**config.mk**
```make
export PLATFORM = sky130hd
export DESIGN_NAME = ctrl_unit_flat
export DESIGN_NICKNAME = d
export VERILOG_FILES = /design/src/rtl/ac_pkg.sv /design/src/rtl/ctrl_unit_if.sv /design/src/rtl/ctrl_unit_flag_reg.sv /design/src/rtl/ctrl_unit.sv /design/src/flat_wrapper.sv
export SDC_FILE = /design/constraint.sdc
export NUM_CORES = 1
export LEC_CHECK = 0
export CAP_MARGIN = 20
export CORE_MARGIN = 2
export CORE_UTILIZATION = 34
export CTS_CLUSTER_DIAMETER = 30
export DETAILED_ROUTE_END_ITERATION = 16
export PLACE_DENSITY = 0.81
export SETUP_SLACK_MARGIN = 0.3
export SYNTH_ARGS = -nofsm -noshare
export SYNTH_HDL_FRONTEND = slang
export SYNTH_SLANG_ARGS = --single-unit
```
**constraint.sdc**
```tcl
create_clock -name clk_i -period 1.32 [get_ports clk_i]
set_input_delay 0.33 -clock clk_i [delete_from_list [all_inputs] [get_ports clk_i]]
set_output_delay 0.33 -clock clk_i [all_outputs]
set_load 0.01 [all_outputs]
```
**src/rtl/ac_pkg.sv**
```systemverilog
// ---------------------------------------------------------------------------
// ac_pkg -- shared definitions for the accumulator CPU.
//
// Holds the opcode map, the control FSM state encoding, the flag bit
// positions and small decode helpers. The control unit, branch logic and
// ALU all import this package, so the encodings here are the single source
// of truth for the whole datapath.
// ---------------------------------------------------------------------------
package ac_pkg;

    localparam int OP_W   = 3;
    localparam int FLAG_W = 2;
    localparam int INSTR_W = 8;

    // Bit positions inside the flag vector.
    localparam int FLAG_Z = 0;
    localparam int FLAG_C = 1;

    typedef enum logic [OP_W-1:0] {
        OP_ADD = 3'b000,
        OP_SUB = 3'b001,
        OP_LDA = 3'b010,
        OP_STA = 3'b011,
        OP_JMP = 3'b100,
        OP_JZ  = 3'b101,
        OP_JC  = 3'b110,
        OP_HLT = 3'b111
    } opcode_e;

    typedef enum logic [2:0] {
        ST_FETCH  = 3'd0,
        ST_DECODE = 3'd1,
        ST_MEM_RD = 3'd2,
        ST_MEM_WR = 3'd3,
        ST_JUMP   = 3'd4,
        ST_HALT   = 3'd5
    } state_e;

    // State entered after DECODE for a given opcode.
    function automatic state_e decode_target(input opcode_e op);
        state_e target;
        case (op)
            OP_ADD, OP_SUB, OP_LDA: target = ST_MEM_RD;
            OP_STA:                 target = ST_MEM_WR;
            OP_JMP, OP_JZ, OP_JC:   target = ST_JUMP;
            default:                target = ST_HALT;
        endcase
        return target;
    endfunction

    // ADD/SUB produce both Z and C; LDA produces only Z.
    function automatic logic updates_carry(input opcode_e op);
        return (op == OP_ADD) || (op == OP_SUB);
    endfunction

    function automatic logic updates_zero(input opcode_e op);
        return (op == OP_ADD) || (op == OP_SUB) || (op == OP_LDA);
    endfunction

endpackage

```
**src/rtl/ctrl_unit_if.sv**
```systemverilog
// ---------------------------------------------------------------------------
// ctrl_unit_if -- bundle between the control unit and the rest of the CPU.
//
// Inputs to the control unit (driven by memory / IR / ALU):
//   instr_i[7:0]  instruction word, opcode in [7:5]
//   mem_ready_i   memory completes the current access this cycle
//   alu_zero_i    ALU result zero
//   alu_carry_i   ALU carry/borrow out
// Outputs of the control unit:
//   op_o[2:0]     registered opcode of the current instruction
//   flags_o[1:0]  registered flags, [0]=Z, [1]=C
//   ctrl_jmp_o    branch-evaluate strobe
//   mem_rd_o, mem_we_o, addr_sel_o
//   ir_load_o, pc_inc_o, acc_load_o
//   halt_o
// The master modport is the control unit; the slave modport is the datapath.
// ---------------------------------------------------------------------------
interface ctrl_unit_if;

    logic [7:0] instr_i;
    logic       mem_ready_i;
    logic       alu_zero_i;
    logic       alu_carry_i;

    logic [2:0] op_o;
    logic [1:0] flags_o;
    logic       ctrl_jmp_o;
    logic       mem_rd_o;
    logic       mem_we_o;
    logic       addr_sel_o;
    logic       ir_load_o;
    logic       pc_inc_o;
    logic       acc_load_o;
    logic       halt_o;

    modport master (
        input  instr_i, mem_ready_i, alu_zero_i, alu_carry_i,
        output op_o, flags_o, ctrl_jmp_o, mem_rd_o, mem_we_o, addr_sel_o,
               ir_load_o, pc_inc_o, acc_load_o, halt_o
    );

    modport slave (
        output instr_i, mem_ready_i, alu_zero_i, alu_carry_i,
        input  op_o, flags_o, ctrl_jmp_o, mem_rd_o, mem_we_o, addr_sel_o,
               ir_load_o, pc_inc_o, acc_load_o, halt_o
    );

endinterface

```
**src/rtl/ctrl_unit_flag_reg.sv**
```systemverilog
// ---------------------------------------------------------------------------
// flag_reg -- two-bit processor status register.
//
// Ports:
//   clk_i   system clock
//   rst_ni  asynchronous active-low reset, clears both flags
//   z_load  load enable for Z (bit 0)
//   c_load  load enable for C (bit 1)
//   z_in    new Z value
//   c_in    new C value
//   flags   registered flags, [0]=Z, [1]=C
// Each bit has its own enable so an instruction can update Z while the
// previous C is retained.
// ---------------------------------------------------------------------------
module flag_reg
    import ac_pkg::*;
(
    input  logic              clk_i,
    input  logic              rst_ni,
    input  logic              z_load,
    input  logic              c_load,
    input  logic              z_in,
    input  logic              c_in,
    output logic [FLAG_W-1:0] flags
);

    logic [FLAG_W-1:0] load_vec;
    logic [FLAG_W-1:0] data_vec;
    logic [FLAG_W-1:0] flags_reg;

    always_comb begin
        load_vec         = '0;
        data_vec         = '0;
        load_vec[FLAG_Z] = z_load;
        load_vec[FLAG_C] = c_load;
        data_vec[FLAG_Z] = z_in;
        data_vec[FLAG_C] = c_in;
    end

    generate
        for (genvar gi = 0; gi < FLAG_W; gi++) begin : g_flag_bit
            always_ff @(posedge clk_i or negedge rst_ni) begin
                if (!rst_ni) begin
                    flags_reg[gi] <= 1'b0;
                end else if (load_vec[gi]) begin
                    flags_reg[gi] <= data_vec[gi];
                end
            end
        end
    endgenerate

    assign flags = flags_reg;

endmodule

```
**src/rtl/ctrl_unit.sv**
```systemverilog
// ---------------------------------------------------------------------------
// ctrl_unit -- multi-cycle control FSM of the accumulator CPU.
//
// Ports:
//   clk_i   system clock, all state changes on the rising edge
//   rst_ni  asynchronous active-low reset
//   bus     ctrl_unit_if.master: instruction, memory handshake and ALU
//           status in; opcode, flags and datapath strobes out
//
// Instruction flow: FETCH -> DECODE -> {MEM_RD | MEM_WR | JUMP | HALT}
// -> FETCH. Each memory wait cycle stretches FETCH/MEM_RD/MEM_WR by one.
// Strobes are decoded from the current state (plus mem_ready where an
// access completes), so they are valid in the same cycle as the state.
// ---------------------------------------------------------------------------
module ctrl_unit
    import ac_pkg::*;
(
    input  logic         clk_i,
    input  logic         rst_ni,
    ctrl_unit_if.master  bus
);

    state_e     state_reg;
    state_e     state_next;
    opcode_e    op_reg;
    opcode_e    op_next;
    opcode_e    instr_op;

    // Cleared by reset and set on the first clock edge afterwards. While
    // clear, every strobe is held low: without it the reset state (FETCH)
    // would present mem_rd during reset.
    logic       active_reg;

    logic       mem_rd;
    logic       mem_we;
    logic       addr_sel;
    logic       ir_load;
    logic       pc_inc;
    logic       acc_load;
    logic       ctrl_jmp;
    logic       halt;
    logic       z_load;
    logic       c_load;
    logic [FLAG_W-1:0] flags;

    assign instr_op = opcode_e'(bus.instr_i[7:5]);

    // ---------------------------------------------------------------- state
    always_ff @(posedge clk_i or negedge rst_ni) begin
        if (!rst_ni) begin
            state_reg  <= ST_FETCH;
            op_reg     <= OP_ADD;
            active_reg <= 1'b0;
        end else begin
            state_reg  <= state_next;
            op_reg     <= op_next;
            active_reg <= 1'b1;
        end
    end

    // ------------------------------------------------ next state / outputs
    always_comb begin
        state_next = state_reg;
        op_next    = op_reg;
        mem_rd     = 1'b0;
        mem_we     = 1'b0;
        addr_sel   = 1'b0;
        ir_load    = 1'b0;
        pc_inc     = 1'b0;
        acc_load   = 1'b0;
        ctrl_jmp   = 1'b0;
        halt       = 1'b0;
        z_load     = 1'b0;
        c_load     = 1'b0;

        if (active_reg) begin
            case (state_reg)
                ST_FETCH: begin
                    mem_rd = 1'b1;
                    if (bus.mem_ready_i) begin
                        ir_load    = 1'b1;
                        pc_inc     = 1'b1;
                        state_next = ST_DECODE;
                    end
                end

                // mem_ready is deliberately not looked at here.
                ST_DECODE: begin
                    op_next    = instr_op;
                    state_next = decode_target(instr_op);
                end

                // Flags are captured only on the completing edge, using the
                // opcode latched in DECODE.
                ST_MEM_RD: begin
                    mem_rd   = 1'b1;
                    addr_sel = 1'b1;
                    if (bus.mem_ready_i) begin
                        acc_load   = 1'b1;
                        z_load     = updates_zero(op_reg);
                        c_load     = updates_carry(op_reg);
                        state_next = ST_FETCH;
                    end
                end

                ST_MEM_WR: begin
                    mem_we   = 1'b1;
                    addr_sel = 1'b1;
                    if (bus.mem_ready_i) begin
                        state_next = ST_FETCH;
                    end
                end

                // One-cycle strobe; the branch logic decides from op_o and
                // flags_o, which both stay stable through this state.
                ST_JUMP: begin
                    ctrl_jmp   = 1'b1;
                    state_next = ST_FETCH;
                end

                ST_HALT: begin
                    halt       = 1'b1;
                    state_next = ST_HALT;
                end

                // Unused encodings recover to a clean fetch.
                default: begin
                    state_next = ST_FETCH;
                end
            endcase
        end
    end

    // ---------------------------------------------------------------- flags
    flag_reg u_flag_reg (
        .clk_i  (clk_i),
        .rst_ni (rst_ni),
        .z_load (z_load),
        .c_load (c_load),
        .z_in   (bus.alu_zero_i),
        .c_in   (bus.alu_carry_i),
        .flags  (flags)
    );

    // -------------------------------------------------------------- outputs
    assign bus.op_o       = op_reg;
    assign bus.flags_o    = flags;
    assign bus.mem_rd_o   = mem_rd;
    assign bus.mem_we_o   = mem_we;
    assign bus.addr_sel_o = addr_sel;
    assign bus.ir_load_o  = ir_load;
    assign bus.pc_inc_o   = pc_inc;
    assign bus.acc_load_o = acc_load;
    assign bus.ctrl_jmp_o = ctrl_jmp;
    assign bus.halt_o     = halt;

endmodule

```
**src/flat_wrapper.sv**
```systemverilog
// flat-port wrapper written by rule: the top's interface ports become plain ports
module ctrl_unit_flat import ac_pkg::*;
  (clk_i, rst_ni, bus_instr_i, bus_mem_ready_i, bus_alu_zero_i, bus_alu_carry_i, bus_op_o, bus_flags_o, bus_ctrl_jmp_o, bus_mem_rd_o, bus_mem_we_o, bus_addr_sel_o, bus_ir_load_o, bus_pc_inc_o, bus_acc_load_o, bus_halt_o);
  ctrl_unit_if bus_i ();
  input  logic clk_i;
  input  logic rst_ni;
  input wire logic [$bits(bus_i.instr_i)-1:0] bus_instr_i;
  input wire logic [$bits(bus_i.mem_ready_i)-1:0] bus_mem_ready_i;
  input wire logic [$bits(bus_i.alu_zero_i)-1:0] bus_alu_zero_i;
  input wire logic [$bits(bus_i.alu_carry_i)-1:0] bus_alu_carry_i;
  output wire logic [$bits(bus_i.op_o)-1:0] bus_op_o;
  output wire logic [$bits(bus_i.flags_o)-1:0] bus_flags_o;
  output wire logic [$bits(bus_i.ctrl_jmp_o)-1:0] bus_ctrl_jmp_o;
  output wire logic [$bits(bus_i.mem_rd_o)-1:0] bus_mem_rd_o;
  output wire logic [$bits(bus_i.mem_we_o)-1:0] bus_mem_we_o;
  output wire logic [$bits(bus_i.addr_sel_o)-1:0] bus_addr_sel_o;
  output wire logic [$bits(bus_i.ir_load_o)-1:0] bus_ir_load_o;
  output wire logic [$bits(bus_i.pc_inc_o)-1:0] bus_pc_inc_o;
  output wire logic [$bits(bus_i.acc_load_o)-1:0] bus_acc_load_o;
  output wire logic [$bits(bus_i.halt_o)-1:0] bus_halt_o;
  assign bus_i.instr_i = bus_instr_i;
  assign bus_i.mem_ready_i = bus_mem_ready_i;
  assign bus_i.alu_zero_i = bus_alu_zero_i;
  assign bus_i.alu_carry_i = bus_alu_carry_i;
  assign bus_op_o = bus_i.op_o;
  assign bus_flags_o = bus_i.flags_o;
  assign bus_ctrl_jmp_o = bus_i.ctrl_jmp_o;
  assign bus_mem_rd_o = bus_i.mem_rd_o;
  assign bus_mem_we_o = bus_i.mem_we_o;
  assign bus_addr_sel_o = bus_i.addr_sel_o;
  assign bus_ir_load_o = bus_i.ir_load_o;
  assign bus_pc_inc_o = bus_i.pc_inc_o;
  assign bus_acc_load_o = bus_i.acc_load_o;
  assign bus_halt_o = bus_i.halt_o;
  ctrl_unit u_core (.clk_i(clk_i), .rst_ni(rst_ni), .bus(bus_i));
endmodule
```
* Word-level counts from Yosys, hierarchy flattened
Index checks and enable logic that the tools add are counted.
** Storage, ports and cells
- Bits in registers :: 9
- Input port bits :: 13
- Logic and storage cells :: 56
** Operators by class
- Equal/unequal tests :: 15
- Multiplexer cells :: 25
- Reduce and logical (&&, ||, !) cells :: 11
** Operators with widths (count)
- two-way mux 1 bit :: 21
- == test 3 x 2 -> 1 bit (second input constant) :: 5
- == test 3 bit (second input constant) :: 5
- one-hot mux 3 bit (4 select lines) :: 1
- == test 3 x 1 -> 1 bit (second input constant) :: 3
- zero test 3 bit :: 3
- one-hot mux 3 bit (3 select lines) :: 1
- two-way mux 3 bit :: 2
- OR reduction 3 bit :: 2
- OR reduction 2 bit :: 2
- AND reduction 3 bit :: 1
- logical OR 1 bit :: 2
- inequality test 2 x 1 -> 1 bit (second input constant) :: 1
- inequality test 2 bit (second input constant) :: 1
- AND reduction 2 bit :: 1

* Depth between registers and ports, before layout
- Word-level depth :: 6
- Depth in mapped cells :: 4

* Hierarchy
From an unflattened synthesis, not the netlist that was laid out.
** Second synthesis, totals
- Cell total of the unflattened synthesis :: 48
- Area total of the unflattened synthesis :: 533.0 um^2
** Modules (own cells, without submodules)
- ctrl_unit :: times used 1, cells each 44, area an instance 452.9 um^2, seq. area each 175.2 um^2
- flag_reg :: times used 1, cells each 4, area an instance 80.1 um^2, seq. area each 50.0 um^2

* Worst setup path before layout
OpenSTA, ideal clock, no wires.
- Path kind :: flip-flop to output port
- Start :: register u_core.state_reg[0]
- End :: output bus_pc_inc_o
- Arrival time :: 1.079 ns
- Path slack :: -0.089 ns
- Cell stages (with the launch flop) :: 5
- Path through :: dfrtp_1 buf_6 and4bb_2 and2_1 buf_4
** Between the ends
- Longest elaborated chain between the ends :: 3
** RTL lines
- start, declared :: RTL line ctrl_unit.sv:23 : state_e state_reg;
- start signal, assigned :: RTL line ctrl_unit.sv:55 : state_reg <= state_next;
- zero test 3 bit
- two-way mux 1 bit (2 in series)
- end, declared :: RTL line flat_wrapper.sv:18 : output wire logic [$bits(bus_i.pc_inc_o)-1:0] bus_pc_inc_o;
No other way between the ends.

* Final worst setup path
- Start :: register u_core.state_reg[1]
- End :: output bus_ctrl_jmp_o
** Between the ends
- Longest elaborated chain between the ends :: 3
** RTL lines
- == test 3 bit :: RTL line ctrl_unit.sv:77 : case (state_reg)
- two-way mux 1 bit :: RTL line ctrl_unit.sv:77
- two-way mux 1 bit :: RTL line ctrl_unit.sv:76 : if (active_reg) begin
- end, declared :: RTL line flat_wrapper.sv:13 : output wire logic [$bits(bus_i.ctrl_jmp_o)-1:0] bus_ctrl_jmp_o;
No other way between the ends.

==> impl.org <==
** Status
- Run status :: finished with violations
- Violations in the final reports :: negative setup slack

** Critical path
- Along the worst path, the maximum fanout reaches 4.
- For flop-to-flop paths, the worst setup slack is -0.20 ns.
- Endpoint required time on the critical path :: 0.99 ns
- Depth of the worst register-to-register path :: 5
- The worst setup path is of the flop to output port kind.
- Startpoint type of the worst setup path :: flop
- Arrival @ worst endpoint :: 1.28 ns
- The worst setup path is captured at an output port.
- The worst register-to-register path begins at u_core.state_reg[0]$_DFFE_PN0P_.
- The endpoint identified for the worst register-to-register timing path is u_core.u_flag_reg.flags[0]$_DFFE_PN0P_.
- Last element of the critical path :: bus_ctrl_jmp_o
- Tracing the worst setup path back leads to its startpoint at u_core.state_reg[1]$_DFFE_PN0P_.

** Worst hold path
- Class of the tightest hold or removal check :: input port to async pin

** STA
- Slew Viols, Final :: 0
- Shortest period the worst path allows :: around 1.6 ns
- Static timing analysis puts the maximum clock frequency at 620.6 MHz.
- Final cycle utilization of the critical path :: 1.221
- Once routing completed, OpenROAD measured the worst setup slack at -0.2913 ns.
- Final Hold Violating Endpoints :: 0
- On the final layout, the worst hold slack is ~0.36 ns.
- Setup Viol. Count Final :: 13
- Total Neg Setup Slack :: -2.158 ns
- RSZ-0062 raised after global routing :: yes
- Final setup skew :: 0.003854 ns

** Clocking
- Counting the buffers created by CTS gives 3.
- The later pin in the worst-skew pair is clocked with a latency of roughly 0.27 ns.
- Cts hold-fix bufs :: 0
- Clock tree synthesis selected as its root buffer the cell clkbuf_4.
- Clock-pin slew was measured on the worst setup and hold paths at about 0.060 ns.
- TritonCTS clock tree :: yes
- The clock passes through at most 2 buffers.
- CTS built an H-tree with a depth of 1.
- The tree built by TritonCTS fans out to 9 sinks.

** Yosys
- Of the synthesized area, sequential elements account for 0.4358.
- The most used flip-flop cell after synthesis is dfrtp_1.
- Commonest cells in the synthesized netlist :: 9 x dfrtp_1, 3 x inv_1, 3 x mux2_2, 3 x nor2_1
- EDFF count, synth :: 0
- Synth Area per Inst :: approximately 11 sq um
- Mapped Area :: 516.7 sq um
- dfrtp_1 is the most common cell in the netlist.
- Synth unique cells :: 26
- Synthesized instance count :: 45
- Flops & latches, synth :: 9
- Post-Synthesis Net Count :: 58
- Synth async-reset ratio :: 1.000
- The synthesized design spends more area on one cell type than any other, namely dfrtp_1.
- Top cells by area, synth :: dfrtp_1 44%, mux2_2 6.5%, a2111oi_4 5.3%, mux2_1 4.4%, nand3b_4 3.9%
- Synth top area share :: 0.4358
- Warning count from the yosys run :: 0

** Detailed routing
- After detailed routing, the total wire length is ~1500 microns.
- Antenna-violating nets left :: 0
- After detailed routing, the average wire length per cell comes to about 14 microns.
- For this block, the initial DRC count from the detailed router was 2.
- Vias post-DR :: ~530
- The first detailed-routing pass took 2 iterations.
- For this run, design rule violations remaining after detail routing come to 0.
- Using the TritonRoute via totals, the vias-per-cell ratio works out to ~5.

** Job
- Max-Cap Viols :: 0

** Floorplan
- Overall die area :: ~0.0018 sq mm
- Area of the placeable core :: approximately 0.0015 sq mm
- From left edge to right edge, the die measures roughly 43 microns.
- Ports :: 26
- Height of the die :: ~43 microns
- For this configuration, the core starts out at a cell density of 0.3512.
- FP Rows :: 14

** Final layout
- Count of nets after finishing :: about 100
- Leaving out filler cells and counting taps, the final layout contains around 110.
- Layout cell share with drive strength beyond 1 :: 0.7416
- From synthesis to final layout, the design area changed by 95.64%.
- Antenna Diode Count :: 0

** Place
- Placed wire-length estimate :: approximately 940 microns
- At the end of routability-driven placement, the weighted congestion stood at between 0.7 and 0.8.
- Post-place setup slack :: -0.7131 ns
- Once placement completed, the tool counted placed cells totaling 90.
- Count of port buffers added during placement :: 20

** Power
- Summed over all cells, the static leakage comes to approximately 0.48 nW.
- VDD sags by at most roughly 1.2 mV.
- Sum of internal, switching and leakage power :: between 1.5 and 2 mW
- Power density cells :: between 1500 and 2000 mW/mm^2

** Global routing
- GRT Util Overall :: 0.1690
- After global routing the overflow that remains totals 0.
- The via count of the first global-routing pass is 543.
- Largest net degree at the start of global routing :: 10
- The number of antenna violations at the first check in global routing was 0.
- Global-route wire length before repair :: about 2300 microns
worst min-delay path by stage:
stage                                                      start                                endpoint  slack, ns
after global placement    u_core.u_flag_reg.flags[0]$_DFFE_PN0P_  u_core.u_flag_reg.flags[0]$_DFFE_PN0P_       0.47
after floorplan                                           rst_ni             u_core.active_reg$_DFF_PN0_       0.03
after global routing                                      rst_ni         u_core.state_reg[0]$_DFFE_PN0P_       0.39
after CTS                                                 rst_ni  u_core.u_flag_reg.flags[0]$_DFFE_PN0P_       0.38
after detailed placement  u_core.u_flag_reg.flags[0]$_DFFE_PN0P_  u_core.u_flag_reg.flags[0]$_DFFE_PN0P_       0.49
final                                                     rst_ni          u_core.bus.op_o[1]$_DFFE_PN0P_       0.36
repair_timing:
action / in CTS / in global routing
gates resized for setup: 81 / 11
buffers inserted: 6 / 5
endpoints found under the setup margin: 20 / 21
endpoints found under the hold margin: 0 / 0
pin swaps: 8 / 5
stage by stage:
stage,util,cell area [sq um]
after floorplan,-,535.5
after global placement,0.5502,809.5
after detailed placement,0.5502,809.5
after CTS,0.6310,928.4
after global routing,0.6871,1011
final,0.6871,1011
layout by cell type (no fill, tap or decap), types with 2 or more instances in the layout:
| cell | n |
|---|---|
| clkdlybuf4s50_1 | 6 |
| nand2b_4 | 2 |
| and2_4 | 2 |
| dfrtp_1 | 5 |
| buf_4 | 13 |
| nor2_2 | 2 |
| clkbuf_4 | 3 |
| buf_2 | 8 |
| nor3b_2 | 2 |
| dfrtp_2 | 4 |
| inv_2 | 2 |
| mux2_4 | 5 |
| buf_6 | 15 |
area by class of cell:
| class | count | area, sq um |
|---|---|---|
| Fill cell | 116 | 460.4 |
| Timing Repair Buffer | 43 | 375.4 |
| Multi-Input combinational cell | 30 | 347.8 |
| Sequential cell | 9 | 230.2 |
| Clock buffer | 4 | 26.28 |
| Tap cell | 16 | 20.02 |
| Inverter | 3 | 11.26 |
layer usage:
| layer | GRT usage | up-vias | part of all wire |
|---|---|---|---|
| li1 | - | 245 | - |
| met1 | 0.2074 | 259 | 0.39 |
| met2 | 0.2818 | 19 | 0.54 |
| met3 | 0.02553 | 4 | 0.048 |
| met4 | 0.09091 | 0 | 0.020 |
| met5 | 0 | - | 0 |
critical path, stage by stage (launching register included):
cell	delay [ns]
dfrtp_2	0.43
buf_6	0.13
nand2b_4	0.13
nor3b_2	0.16
buf_2	0.16
kinds of logic after synthesis:
logic type / Yosys count / synth area share
buffers and inverters: 6 / 0.06779
flip-flops: 9 / 0.4358
AND/OR/NAND/NOR: 17 / 0.2469
other: 1 / 0.007257
multiplexers: 5 / 0.1090
AO/OA/AOI/OAI: 7 / 0.1332
where the power goes:
group	switching, mW	internal (mW)	leakage [nW]
sequential	0.131	0.401	0.105
clock	0.106	0.117	0.0150
combinational	0.452	0.706	0.355
total	0.689	1.22	0.476
No activity file was read; power rests on OpenSTA's default activity.
